<file path="src/rtl/base_ram_arbiter_if.sv">
// ---------------------------------------------------------------------------
// base_ram_arbiter_if
// Bundle of every bus signal around the base RAM arbiter. It groups the
// two CPU-side request ports and the external SRAM pins.
//
//   Fetch port : if_req, if_addr -> if_data, if_ack
//   Data port  : mem_req, mem_we_n, mem_addr, mem_wdata, mem_be_n
//                -> mem_rdata, mem_ack
//   Pipeline   : stall_o
//   SRAM pins  : sram_addr, sram_be_n, sram_ce_n, sram_oe_n, sram_we_n,
//                sram_data_o, sram_data_oe -> pins; sram_data_i <- pins
//
// Modports:
//   slave  - the arbiter's view (it takes requests and drives the SRAM)
//   master - the CPU/SRAM environment's view
// ---------------------------------------------------------------------------
interface base_ram_arbiter_if;

    logic        if_req;
    logic [31:0] if_addr;
    logic [31:0] if_data;
    logic        if_ack;

    logic        mem_req;
    logic        mem_we_n;
    logic [31:0] mem_addr;
    logic [31:0] mem_wdata;
    logic [3:0]  mem_be_n;
    logic [31:0] mem_rdata;
    logic        mem_ack;

    logic        stall_o;

    logic [19:0] sram_addr;
    logic [3:0]  sram_be_n;
    logic        sram_ce_n;
    logic        sram_oe_n;
    logic        sram_we_n;
    logic [31:0] sram_data_o;
    logic        sram_data_oe;
    logic [31:0] sram_data_i;

    modport slave (
        input  if_req, if_addr,
        output if_data, if_ack,
        input  mem_req, mem_we_n, mem_addr, mem_wdata, mem_be_n,
        output mem_rdata, mem_ack,
        output stall_o,
        output sram_addr, sram_be_n, sram_ce_n, sram_oe_n, sram_we_n,
        output sram_data_o, sram_data_oe,
        input  sram_data_i
    );

    modport master (
        output if_req, if_addr,
        input  if_data, if_ack,
        output mem_req, mem_we_n, mem_addr, mem_wdata, mem_be_n,
        input  mem_rdata, mem_ack,
        input  stall_o,
        input  sram_addr, sram_be_n, sram_ce_n, sram_oe_n, sram_we_n,
        input  sram_data_o, sram_data_oe,
        output sram_data_i
    );

endinterface

</file>
<file path="src/rtl/base_ram_arbiter.sv">
// ---------------------------------------------------------------------------
// base_ram_arbiter
// Shares one asynchronous 32-bit SRAM between an instruction-fetch port and
// a data port. Only one access is in flight at a time. When both ports
// request together, the port that was not granted last wins.
//
// Ports:
//   clk_50M  - sole clock, rising edge
//   rst_n    - asynchronous active-low reset
//   bus      - base_ram_arbiter_if.slave (request ports, stall, SRAM pins)
//
// Parameters:
//   RD_WAIT  - cycles the read strobe is held before data capture (1..15)
//   WR_PULSE - cycles sram_we_n is held low per write (1..15)
// ---------------------------------------------------------------------------
module base_ram_arbiter #(
    parameter int RD_WAIT  = 2,
    parameter int WR_PULSE = 2
) (
    input logic              clk_50M,
    input logic              rst_n,
    base_ram_arbiter_if.slave bus
);

    typedef enum logic [1:0] {IDLE, READ, WRITE, DONE} state_t;

    // The wait counter counts down to zero, so it is loaded with n-1
    localparam logic [3:0] RD_LOAD = 4'(RD_WAIT - 1);
    localparam logic [3:0] WR_LOAD = 4'(WR_PULSE - 1);

    state_t      state;
    logic [3:0]  wait_cnt;
    logic        gnt_mem;
    logic        last_mem;

    logic [31:0] if_data_r;
    logic        if_ack_r;
    logic [31:0] mem_rdata_r;
    logic        mem_ack_r;

    logic [19:0] sram_addr_r;
    logic [3:0]  sram_be_n_r;
    logic        sram_ce_n_r;
    logic        sram_oe_n_r;
    logic        sram_we_n_r;
    logic [31:0] sram_data_o_r;
    logic        sram_data_oe_r;

    logic        pick_mem;
    logic        mem_in_range;
    logic        unused_addr_bits;

    // The SRAM window is 0x80000000..0x803FFFFF, i.e. the top ten address
    // bits equal 0x200. Anything else is answered without touching the SRAM.
    assign mem_in_range = (bus.mem_addr[31:22] == 10'h200);

    // Round robin: the data port wins unless it was the last one served
    // while the fetch port is also waiting.
    assign pick_mem = bus.mem_req && (!bus.if_req || !last_mem);

    // Only word address bits reach the SRAM
    assign unused_addr_bits = ^{bus.if_addr[31:22], bus.if_addr[1:0], bus.mem_addr[1:0]};

    // Main controller: every SRAM pin and every ack is a registered output,
    // set up on the transition into the state where it must be valid.
    always_ff @(posedge clk_50M or negedge rst_n) begin
        if (!rst_n) begin
            state          <= IDLE;
            wait_cnt       <= 4'd0;
            gnt_mem        <= 1'b0;
            last_mem       <= 1'b0;
            if_data_r      <= 32'd0;
            if_ack_r       <= 1'b0;
            mem_rdata_r    <= 32'd0;
            mem_ack_r      <= 1'b0;
            sram_addr_r    <= 20'd0;
            sram_be_n_r    <= 4'hF;
            sram_ce_n_r    <= 1'b1;
            sram_oe_n_r    <= 1'b1;
            sram_we_n_r    <= 1'b1;
            sram_data_o_r  <= 32'd0;
            sram_data_oe_r <= 1'b0;
        end else begin
            if_ack_r  <= 1'b0;
            mem_ack_r <= 1'b0;
            case (state)
                IDLE: begin
                    if (bus.if_req || bus.mem_req) begin
                        gnt_mem  <= pick_mem;
                        last_mem <= pick_mem;
                        if (!pick_mem) begin
                            sram_addr_r <= bus.if_addr[21:2];
                            sram_be_n_r <= 4'h0;
                            sram_ce_n_r <= 1'b0;
                            sram_oe_n_r <= 1'b0;
                            wait_cnt    <= RD_LOAD;
                            state       <= READ;
                        end else if (!mem_in_range) begin
                            // Out-of-window access: reads return zero and
                            // writes are dropped, acked on the next cycle
                            mem_rdata_r <= 32'd0;
                            mem_ack_r   <= 1'b1;
                            state       <= DONE;
                        end else if (bus.mem_we_n) begin
                            sram_addr_r <= bus.mem_addr[21:2];
                            sram_be_n_r <= bus.mem_be_n;
                            sram_ce_n_r <= 1'b0;
                            sram_oe_n_r <= 1'b0;
                            wait_cnt    <= RD_LOAD;
                            state       <= READ;
                        end else begin
                            sram_addr_r    <= bus.mem_addr[21:2];
                            sram_be_n_r    <= bus.mem_be_n;
                            sram_ce_n_r    <= 1'b0;
                            sram_we_n_r    <= 1'b0;
                            sram_data_o_r  <= bus.mem_wdata;
                            sram_data_oe_r <= 1'b1;
                            wait_cnt       <= WR_LOAD;
                            state          <= WRITE;
                        end
                    end
                end

                READ: begin
                    if (wait_cnt == 4'd0) begin
                        if (gnt_mem) begin
                            mem_rdata_r <= bus.sram_data_i;
                            mem_ack_r   <= 1'b1;
                        end else begin
                            if_data_r <= bus.sram_data_i;
                            if_ack_r  <= 1'b1;
                        end
                        sram_ce_n_r <= 1'b1;
                        sram_oe_n_r <= 1'b1;
                        sram_be_n_r <= 4'hF;
                        state       <= DONE;
                    end else begin
                        wait_cnt <= wait_cnt - 4'd1;
                    end
                end

                WRITE: begin
                    // Raising we_n first while chip enable, address and data
                    // stay put gives the SRAM its write hold time in DONE
                    if (wait_cnt == 4'd0) begin
                        sram_we_n_r <= 1'b1;
                        mem_ack_r   <= 1'b1;
                        state       <= DONE;
                    end else begin
                        wait_cnt <= wait_cnt - 4'd1;
                    end
                end

                DONE: begin
                    sram_ce_n_r    <= 1'b1;
                    sram_oe_n_r    <= 1'b1;
                    sram_we_n_r    <= 1'b1;
                    sram_be_n_r    <= 4'hF;
                    sram_data_oe_r <= 1'b0;
                    state          <= IDLE;
                end

                default: state <= IDLE;
            endcase
        end
    end

    assign bus.if_data      = if_data_r;
    assign bus.if_ack       = if_ack_r;
    assign bus.mem_rdata    = mem_rdata_r;
    assign bus.mem_ack      = mem_ack_r;
    assign bus.sram_addr    = sram_addr_r;
    assign bus.sram_be_n    = sram_be_n_r;
    assign bus.sram_ce_n    = sram_ce_n_r;
    assign bus.sram_oe_n    = sram_oe_n_r;
    assign bus.sram_we_n    = sram_we_n_r;
    assign bus.sram_data_o  = sram_data_o_r;
    assign bus.sram_data_oe = sram_data_oe_r;

    // Stall for as long as any port has an outstanding request
    assign bus.stall_o = (bus.if_req & ~if_ack_r) | (bus.mem_req & ~mem_ack_r);

endmodule

</file>
<file path="src/flat_wrapper.sv">
// flat-port wrapper written by rule: the top's interface ports become plain ports
module base_ram_arbiter_flat 
#(
    parameter int RD_WAIT  = 2,
    parameter int WR_PULSE = 2
)
  (clk_50M, rst_n, bus_if_req, bus_if_addr, bus_if_data, bus_if_ack, bus_mem_req, bus_mem_we_n, bus_mem_addr, bus_mem_wdata, bus_mem_be_n, bus_mem_rdata, bus_mem_ack, bus_stall_o, bus_sram_addr, bus_sram_be_n, bus_sram_ce_n, bus_sram_oe_n, bus_sram_we_n, bus_sram_data_o, bus_sram_data_oe, bus_sram_data_i);
  base_ram_arbiter_if bus_i ();
  input logic clk_50M;
  input logic rst_n;
  input wire logic [$bits(bus_i.if_req)-1:0] bus_if_req;
  input wire logic [$bits(bus_i.if_addr)-1:0] bus_if_addr;
  output wire logic [$bits(bus_i.if_data)-1:0] bus_if_data;
  output wire logic [$bits(bus_i.if_ack)-1:0] bus_if_ack;
  input wire logic [$bits(bus_i.mem_req)-1:0] bus_mem_req;
  input wire logic [$bits(bus_i.mem_we_n)-1:0] bus_mem_we_n;
  input wire logic [$bits(bus_i.mem_addr)-1:0] bus_mem_addr;
  input wire logic [$bits(bus_i.mem_wdata)-1:0] bus_mem_wdata;
  input wire logic [$bits(bus_i.mem_be_n)-1:0] bus_mem_be_n;
  output wire logic [$bits(bus_i.mem_rdata)-1:0] bus_mem_rdata;
  output wire logic [$bits(bus_i.mem_ack)-1:0] bus_mem_ack;
  output wire logic [$bits(bus_i.stall_o)-1:0] bus_stall_o;
  output wire logic [$bits(bus_i.sram_addr)-1:0] bus_sram_addr;
  output wire logic [$bits(bus_i.sram_be_n)-1:0] bus_sram_be_n;
  output wire logic [$bits(bus_i.sram_ce_n)-1:0] bus_sram_ce_n;
  output wire logic [$bits(bus_i.sram_oe_n)-1:0] bus_sram_oe_n;
  output wire logic [$bits(bus_i.sram_we_n)-1:0] bus_sram_we_n;
  output wire logic [$bits(bus_i.sram_data_o)-1:0] bus_sram_data_o;
  output wire logic [$bits(bus_i.sram_data_oe)-1:0] bus_sram_data_oe;
  input wire logic [$bits(bus_i.sram_data_i)-1:0] bus_sram_data_i;
  assign bus_i.if_req = bus_if_req;
  assign bus_i.if_addr = bus_if_addr;
  assign bus_if_data = bus_i.if_data;
  assign bus_if_ack = bus_i.if_ack;
  assign bus_i.mem_req = bus_mem_req;
  assign bus_i.mem_we_n = bus_mem_we_n;
  assign bus_i.mem_addr = bus_mem_addr;
  assign bus_i.mem_wdata = bus_mem_wdata;
  assign bus_i.mem_be_n = bus_mem_be_n;
  assign bus_mem_rdata = bus_i.mem_rdata;
  assign bus_mem_ack = bus_i.mem_ack;
  assign bus_stall_o = bus_i.stall_o;
  assign bus_sram_addr = bus_i.sram_addr;
  assign bus_sram_be_n = bus_i.sram_be_n;
  assign bus_sram_ce_n = bus_i.sram_ce_n;
  assign bus_sram_oe_n = bus_i.sram_oe_n;
  assign bus_sram_we_n = bus_i.sram_we_n;
  assign bus_sram_data_o = bus_i.sram_data_o;
  assign bus_sram_data_oe = bus_i.sram_data_oe;
  assign bus_i.sram_data_i = bus_sram_data_i;
  base_ram_arbiter #(.RD_WAIT(RD_WAIT), .WR_PULSE(WR_PULSE)) u_core (.clk_50M(clk_50M), .rst_n(rst_n), .bus(bus_i));
endmodule
</file>
<file path="config.mk">
export PLATFORM = sky130hd
export DESIGN_NAME = base_ram_arbiter_flat
export DESIGN_NICKNAME = d
export VERILOG_FILES = /design/src/rtl/base_ram_arbiter_if.sv /design/src/rtl/base_ram_arbiter.sv /design/src/flat_wrapper.sv
export SDC_FILE = /design/constraint.sdc
export NUM_CORES = 1
export LEC_CHECK = 0
export BUFFER_PORTS_ARGS = -buffer_cell sky130_fd_sc_hd__buf_2
export CAP_MARGIN = 20
export CORE_ASPECT_RATIO = 0.5
export CORE_MARGIN = 4
export CORE_UTILIZATION = 45
export CTS_CLUSTER_DIAMETER = 60
export DETAILED_ROUTE_END_ITERATION = 10
export PLACE_DENSITY = 0.78
export SLEW_MARGIN = 20
export SYNTH_ARGS = -nofsm -noshare
export SYNTH_HDL_FRONTEND = slang
export SYNTH_SLANG_ARGS = --single-unit
</file>
<file path="constraint.sdc">
create_clock -name clk_50M -period 3.82 [get_ports clk_50M]
set_input_delay 0.573 -clock clk_50M [delete_from_list [all_inputs] [get_ports clk_50M]]
set_output_delay 0.573 -clock clk_50M [all_outputs]
set_load 0.05 [all_outputs]
</file>
Yosys cells after proc, flatten, opt, wreduce, memory -nomap -nowiden
Cells that the tools add are included.
Storage, ports and cells
  input port bits: 137
  logic and storage cells: 117
  register bits: 133
Cells by class
  add/sub/neg operators: 1
  bitwise operators: 7
  reduce and logical (&&, ||, !) cells: 24
  eq/ne operators: 17
  mux-type cells: 54
Operator list (number)
  two-way mux 32 bit: 5
  one-hot mux 32 bit (2 select lines): 1
  two-way mux 20 bit: 2
  two-way mux 4 bit: 8
  two-way mux 1 bit: 25
  AND reduction 5 bit: 3
  != test 2 x 1 -> 1 bit, second input constant: 7
  one-hot mux 1 bit (3 select lines): 4
  one-hot mux 4 bit (3 select lines): 1
  AND reduction 6 bit: 2
  == test 10 bit, second input constant: 1
  two-way mux 2 bit: 5
  != test 2 bit, second input constant: 4
  one-hot mux 4 bit (2 select lines): 1
  AND reduction 4 bit: 2
  != test 3 bit, second input constant: 2
  one-hot mux 2 bit (3 select lines): 1
  AND reduction 3 bit: 2
  nonzero test 2 bit: 3
  nonzero test 3 bit: 2
  == test 2 bit, second input constant: 2
  logical NOT 4 bit: 1
  NOT 1 bit: 4
  AND reduction 2 bit: 2
  10 further kinds: 13

Depth between registers and ports, before layout
Gate-level depths: netlist of run 1.
  word-level depth: 6
  depth in mapped cells: 8
  mapped depth without buffers: 7

Worst setup path before layout of run 1
No wires, ideal clock.
  path type: input port to flip-flop
  from: input port bus_mem_addr[23]
  to: register u_core.sram_data_o_r[11] (netlist: u_core.bus.sram_data_o[11])
  data required time: 3.695 ns
  setup slack: 1.757 ns
  arrival: 1.938 ns
  buffers on the path: 1
  cell stages on the path: 5
  cells stage by stage: nor4_1 -> nand3_1 -> nor3_4 -> buf_6 -> mux2_2
On the way
  cells in the longest elaborated chain, start to end: 2
Ends and longest elaborated chain
  start, declared: RTL line flat_wrapper.sv:17  | input wire logic [$bits(bus_i.mem_addr)-1:0] bus_mem_addr;
  == test 10 bit: RTL line base_ram_arbiter.sv:55  | assign mem_in_range = (bus.mem_addr[31:22] == 10'h200);
  AND reduction 5 bit (no source line)
  end signal, assigned: RTL line base_ram_arbiter.sv:116  | sram_data_o_r <= bus.mem_wdata;
  end, declared: RTL line base_ram_arbiter.sv:46  | logic [31:0] sram_data_o_r;
No other way between the ends.
A chain may end at the register's enable or synchronous reset.

Final worst setup path of run 1
  from: register u_core.wait_cnt[0]
  to: register u_core.if_data_r[28] (netlist: u_core.bus.if_data[28])
On the way
  cells in the longest elaborated chain, start to end: 2
Ends and longest elaborated chain
  start, declared: RTL line base_ram_arbiter.sv:32  | logic [3:0] wait_cnt;
  start signal, assigned: RTL line base_ram_arbiter.sv:138  | wait_cnt <= wait_cnt - 4'd1;
  start signal, assigned: RTL line base_ram_arbiter.sv:150  | wait_cnt <= wait_cnt - 4'd1;
  logical NOT 4 bit: RTL line base_ram_arbiter.sv:125  | if (wait_cnt == 4'd0) begin
  AND reduction 3 bit (no source line)
  end signal, assigned: RTL line base_ram_arbiter.sv:130  | if_data_r <= bus.sram_data_i;
  end, declared: RTL line base_ram_arbiter.sv:36  | logic [31:0] if_data_r;
No other way between the ends.

==> results of run 1 <==
kinds of logic (layout without fill, tap and decap cells):
logic type	after synthesis	in the layout	share of synthesized area
compound gates	95	95	0.119
flops	133	133	0.614
buf+inv	36	298	0.0327
mux	54	54	0.107
fa+ha+maj	6	6	0.0138
simple gates	149	149	0.113
per-stage QoR:
| step | std cells | instance area, sq um |
|---|---|---|
| finish | 900 | 7440 |
| global route | 900 | 7440 |
| CTS | 900 | 7440 |
| detailed placement | 868 | 6830 |
| global placement | 868 | 6830 |
| floorplan | 473 | 5440 |
path summary, 6_finish.rpt:
check	startpoint	end	cells past startpoint
setup / recovery	u_core.wait_cnt[0]$_DFFE_PN0P_	u_core.bus.if_data[28]$_DFFE_PN0P_	9
hold / removal	rst_n	u_core.bus.mem_rdata[19]$_DFFE_PN0P_	2
setup reg to reg	u_core.wait_cnt[0]$_DFFE_PN0P_	u_core.bus.if_data[28]$_DFFE_PN0P_	9
hold reg to reg	u_core.bus.if_data[6]$_DFFE_PN0P_	u_core.bus.if_data[6]$_DFFE_PN0P_	2
max in group asynchronous	rst_n	u_core.bus.sram_data_o[10]$_DFFE_PN0P_	2
min in group clk_50M	bus_sram_data_i[20]	u_core.bus.if_data[20]$_DFFE_PN0P_	3
cells in the mapped netlist, types with 2 or more instances:
library cell and number:
o22ai_1 5, inv_1 10, buf_6 3, clkbuf_1 7, o31ai_1 2, dfstp_2 7
buf_1 2, o21ai_0 22, o21ai_1 7, mux2i_1 20, dfrtp_1 126, a22o_1 36
nand3_1 6, buf_2 12, nand2_1 124, a21oi_1 13, ha_1 6, nor4_1 2
a31oi_1 4, mux2_2 33, nor2_1 7
flip-flops by register name, indices dropped and copies added (netlist names), 2 cells and up:
signal / count
u_core.bus.sram_be_n: 4
u_core.wait_cnt: 4
u_core.state: 2
u_core.bus.sram_data_o: 32
u_core.bus.mem_rdata: 32
u_core.bus.sram_addr: 20
u_core.bus.if_data: 32
final cells by class:
type	count	area share
Clock buffer	18	0.0577
Clock inverter	14	0.0237
Inverter	10	0.00505
Multi-Input combinational cell	304	0.260
Sequential cell	133	0.449
Tap cell	165	0.0278
Timing Repair Buffer	256	0.177
critical path: stages (launching register included):
cell      delay [ns]
dfrtp_1         0.40
inv_1           0.11
ha_1            0.21
nor3b_1         0.56
nand3b_1        0.13
buf_4           0.28
inv_1           0.17
buf_4           0.35
nand2_1         0.10
nand2_1         0.07
power by group through the flow:
| stage | combinational [mW] | sequential, mW | clock (mW) |
|---|---|---|---|
| 2_1_floorplan | 0.907 | 3.65 | 0 |
| 3_3_place_gp | 3.14 | 2.16 | 0 |
| 3_5_place_dp | 3.20 | 2.18 | 0 |
| 4_1_cts | 3.21 | 2.16 | 1.70 |
| 5_1_grt | 3.39 | 2.22 | 1.77 |
| 6_report | 3.18 | 2.16 | 1.66 |
cell usage in the layout, fill, tap and decap left out, types with 2 or more instances in the layout:
| cell | netlist | layout |
|---|---|---|
| dfstp_2 | 7 | 7 |
| buf_2 | 12 | 248 |
| nor4_1 | 2 | 2 |
| mux2i_1 | 20 | 20 |
| clkbuf_16 | 0 | 17 |
| a22o_1 | 36 | 36 |
| o21ai_1 | 7 | 7 |
| nand3_1 | 6 | 6 |
| dfrtp_1 | 126 | 126 |
| buf_4 | 1 | 7 |
| o31ai_1 | 2 | 2 |
| clkinvlp_4 | 0 | 5 |
| nor2_1 | 7 | 7 |
| ha_1 | 6 | 6 |
| a31oi_1 | 4 | 4 |
| bufinv_16 | 0 | 3 |
| mux2_2 | 33 | 33 |
| o22ai_1 | 5 | 5 |
| a21oi_1 | 13 | 12 |
| o21ai_0 | 22 | 22 |
| nand2_1 | 124 | 124 |
| inv_1 | 10 | 10 |
| inv_6 | 0 | 4 |
per-layer routing:
layer / global-route usage / vias to the layer above
met5: 0 / -
met4: 0.0784 / 0
met3: 0.0355 / 21
met2: 0.373 / 121
met1: 0.234 / 2137
li1: - / 2142
==> results.py, run 1 <==
metrics = {
    "die": {
        "coreArea_sq_um": 11800,
        "fp-row-count": 28,
        "num_io_pins": 264,
        "initial_core_util": 0.461,
        "floorplan.die_area_sq_um": 14000,
        "die_w_um": 163,
        "die_h_um": 85.7,
    },
    "finish": {
        "area_growth_pct": 36.7,
        "regArea_sq_um": 3340,
        "diodes": 0,
        "layout-drive-gt1-share": 0.454,
        "num-fill-cells": 1026,
        "final_util": 0.630,
        "num-nets-final": 865,
        "multiInputGateArea_sq_um": 1940,
    },
    "power_and_ir_drop": {
        "power_switching_mw": 3.29,
        "p_int_mw": 3.71,
        "vdd_drop_max_uv": 556,
        "p_sw_frac": 0.470,
        "p_seq_frac": 0.308,
        "p_comb_frac": 0.454,
        "power.total_mw": 6.99,
        "power.leakage_nw": 4.09,
        "pwr-share-clk": 0.238,
        "cellPowerDensity_nw_per_um2": 941,
    },
    "sta": {
        "relSlewSlack": 0.539,
        "tightestPinTransition_ns": 0.692,
        "max_freq_mhz": 403,
        "fin_tns_setup_ns": 0,
        "finalCriticalPeriod_ns": 2.48,
        "fin_crit_sh": 0.650,
        "rsz0062_at_grt": "false",
        "setup_viol": 0,
        "hold_slack_ns": 0.273,
        "fin_worst_skew_ns": 0.00849,
        "slew_viol_final": 0,
        "hold_violations": 0,
        "setup_ws_ns": 1.34,
    },
    "critical_path": {
        "crit_arrival_ns": 2.81,
        "crit_path_end_kind": "flop",
        "crit_type": "reg -> reg",
        "cp_max_fo": 33,
        "cp.required_ns": 4.15,
        "start_kind": "flop",
        "rrSetupSlack_ns": 1.34,
    },
    "run_status": {
        "status": "finished clean",
    },
    "run": {
        "max_cap_viol_count": 0,
    },
    "cts": {
        "cts_buffers": 17,
        "cts_sinks": 133,
        "cts_tree": "built",
        "cts_max_level": 4,
        "holdBufCountCts": 0,
        "clkLatencyLatePin_ns": 0.40,
        "cts_resized": 0,
        "cts_setup_buffers": 0,
        "cts_root_buf": "clkbuf_16",
        "path_clk_slew_ns": 0.06,
        "clock_path_buffers": 2,
    },
    "route": {
        "first_pass_iters": 4,
        "dr.max_layer_used": "met4",
        "drt-met1-wl_um": 5520,
        "wl_um": 13900,
        "wl_met3_um": 657,
        "drc": 0,
        "via_per_inst": 4.91,
        "drtIter0Drc": 312,
        "detail-route-antenna-nets": 0,
        "wl_met2_um": 7450,
        "num_vias": 4421,
        "wl_per_cell_um": 15.5,
    },
    "min_path": {
        "min-delay-path-class": "in -> async",
    },
    "synth": {
        "synth_nets": 616,
        "synth_edf_count": 0,
        "synth_flop_cell": "dfrtp_1",
        "yosys.area.top_type": "dfrtp_1",
        "synth_top_area_share": 0.580,
        "synth_seq_cells": 133,
        "syn_avg_cell_area_sq_um": 11.5,
        "seq_area_frac_synth": 0.614,
        "synthTopCellsByArea": "dfrtp_1 (58%), nand2_1 (8.6%), mux2_2 (6.8%), a22o_1 (5.8%), mux2i_1 (3.7%)",
        "yosys_warnings": 0,
        "synth_area_sq_um": 5440,
        "netlist_instances": 473,
        "synthDistinctLibCells": 40,
        "synthArstFlopShare": 1.00,
    },
    "place": {
        "gp_congestion": 0.772,
        "port_buffers": 249,
        "pre_cts_slack_ns": 1.12,
        "place_hpwl_um": 10000,
    },
    "global_route": {
        "grt_pass1_wl_um": 22400,
        "grt_usage": 0.201,
        "antenna_found_initial": 0,
        "grt_max_degree": 134,
        "gr-total-overflow": 0,
        "grt_pass1_vias": 4651,
    },
}
Power figures use the tool's default switching activity.
==> run 2: changes to the inputs <==
- clock period: 3.82 -> 2.6 ns (I/O delays scaled with it)
==> run 2 against run 1 <==
  * Combinational power grew 50%
  * Worst hold slack worse by 0.26 ns
  * Core utilization increased by 1.3 points
  * Highest routed layer unchanged
==> results.py, run 2 (synthesis gave the netlist of run 1 again) <==
metrics = {
    "power_and_ir_drop": {
        "power.total_mw": 10.7,
        "pwr-share-clk": 0.258,
        "p_seq_frac": 0.296,
        "power_switching_mw": 4.82,
        "cellPowerDensity_nw_per_um2": 1410,
        "power.leakage_nw": 4.17,
        "vdd_drop_max_uv": 795,
        "p_sw_frac": 0.452,
        "p_comb_frac": 0.446,
        "p_int_mw": 5.85,
    },
    "cts": {
        "cts_root_buf": "clkbuf_16",
        "cts_tree": "built",
        "cts_sinks": 133,
        "path_clk_slew_ns": 0.06,
        "holdBufCountCts": 0,
        "clkLatencyLatePin_ns": 0.41,
        "cts_buffers": 17,
        "cts_setup_buffers": 0,
        "cts_resized": 0,
        "cts_max_level": 4,
        "clock_path_buffers": 2,
    },
    "place": {
        "place_hpwl_um": 10200,
        "gp_congestion": 0.807,
        "port_buffers": 249,
        "pre_cts_slack_ns": 0.350,
        "dpl_cell_area_sq_um": 6910,
        "placed_cells": 874,
    },
    "global_route": {
        "gr-total-overflow": 0,
        "grt_pass1_vias": 4624,
        "grt_max_degree": 52,
        "antenna_found_initial": 0,
        "grt_usage": 0.208,
        "grt_pass1_wl_um": 22900,
    },
    "finish": {
        "finalInstanceArea_sq_um": 7590,
        "layout-drive-gt1-share": 0.456,
        "area_growth_pct": 39.6,
        "stdcell_count": 906,
        "final_cell_mix": "buf_2 (248), dfrtp_1 (126), nand2_1 (124)",
        "num-nets-final": 871,
        "mostFrequentLayoutCell": "buf_2",
        "final_util": 0.643,
        "diodes": 0,
    },
    "die": {
        "coreArea_sq_um": 11800,
        "floorplan.die_area_sq_um": 14000,
        "num_io_pins": 264,
        "die_h_um": 85.7,
        "fp-row-count": 28,
        "die_w_um": 163,
        "initial_core_util": 0.461,
    },
    "critical_path": {
        "crit_type": "reg -> reg",
        "timing.rr.end": "u_core.bus.mem_rdata[12]$_DFFE_PN0P_",
        "path_buf_inv": 2,
        "cpLargestDelayFamily": "simple AND/OR/NAND/NOR gates",
        "reg2regPathDepth": 7,
        "max_stage_delay_ns": 0.56,
        "cp.required_ns": 2.89,
        "crit_arrival_ns": 2.57,
        "rrSetupSlack_ns": 0.32,
        "start_kind": "flop",
        "cp_max_fo": 32,
        "cp_slowest_cell": "nor3b_1",
        "r2r_start": "u_core.wait_cnt[0]$_DFFE_PN0P_",
        "crit_path_end_kind": "flop",
        "path_cells": "inv_1 > ha_1 > nor3b_1 > nand3_1 > a22o_1 > buf_12 > a22o_1",
        "cp_common_cell": "a22o_1",
    },
    "route": {
        "first_pass_iters": 4,
        "via_per_inst": 4.93,
        "drtIter0Drc": 287,
        "wl_per_cell_um": 15.7,
        "wl_um": 14200,
        "drc": 0,
        "detail-route-antenna-nets": 0,
        "num_vias": 4467,
    },
    "sta": {
        "setup_viol": 0,
        "hold_slack_ns": 0.00967,
        "tightestPinTransition_ns": 0.667,
        "setup_ws_ns": 0.325,
        "max_freq_mhz": 439,
        "slew_viol_final": 0,
        "finalCriticalPeriod_ns": 2.28,
        "rsz0062_at_grt": "false",
        "hold_violations": 0,
        "relSlewSlack": 0.556,
        "fin_tns_setup_ns": 0,
        "fin_worst_skew_ns": 0.0112,
        "fin_crit_sh": 0.875,
    },
    "run": {
        "max_cap_viol_count": 0,
    },
    "run_status": {
        "status": "finished clean",
    },
    "min_path": {
        "min-delay-path-class": "in -> async",
    },
}
## run 2: cell count changes in the layout (fill, tap and decap cells not counted), sizes merged
| cell | before | now |
|---|---|---|
| buf | 256 | 262 |
| clkinv | 2 | 1 |
| clkinvlp | 5 | 3 |
| bufinv | 3 | 6 |
| inv | 14 | 11 |
| clkbuf | 18 | 21 |
## run 2: final cells by class
class	instances	area, sq um
Clock buffer	21	460
Clock inverter	11	220
Fill cell	984	4210
Inverter	10	37.5
Multi-Input combinational cell	304	1940
Sequential cell	133	3340
Tap cell	165	206
Timing Repair Buffer	262	1400
## run 2: worst reg2reg max path, stage by stage, from the launching register on
cell and delay, ns:
dfrtp_1 0.40, inv_1 0.10, ha_1 0.21, nor3b_1 0.56, nand3_1 0.21, a22o_1 0.25, buf_12 0.18, a22o_1 0.25
## run 2: per-layer routing
| metal | global-route usage | part of all wire | up-vias |
|---|---|---|---|
| met5 | 0 | 0 | - |
| met4 | 0.0791 | 0.021 | 0 |
| met3 | 0.0485 | 0.054 | 27 |
| met2 | 0.372 | 0.52 | 136 |
| met1 | 0.248 | 0.40 | 2159 |
| li1 | - | - | 2145 |
## run 2: how the worst max path moves through the flow
stage	startpoint	to	depth (start not counted)
after floorplan	u_core.wait_cnt[0]$_DFFE_PN0P_	u_core.bus.sram_oe_n$_DFFE_PN1P_	8
after global placement	bus_mem_addr[23]	u_core.bus.sram_data_o[11]$_DFFE_PN0P_	6
after detailed placement	bus_mem_addr[23]	u_core.bus.sram_data_o[8]$_DFFE_PN0P_	6
after CTS	u_core.wait_cnt[0]$_DFFE_PN0P_	u_core.bus.mem_rdata[12]$_DFFE_PN0P_	7
after global routing	u_core.wait_cnt[0]$_DFFE_PN0P_	u_core.bus.mem_rdata[1]$_DFFE_PN0P_	7
final	u_core.wait_cnt[0]$_DFFE_PN0P_	u_core.bus.mem_rdata[12]$_DFFE_PN0P_	7
## run 2: power groups by stage
stage	Sequential [mW]	Combinational (mW)	Clock, mW
final	3.16	4.76	2.75
after global routing	3.26	5.09	2.90
after CTS	3.16	4.80	2.79
after detailed placement	3.19	4.79	0
after global placement	3.17	4.70	0
after floorplan	5.36	1.33	0
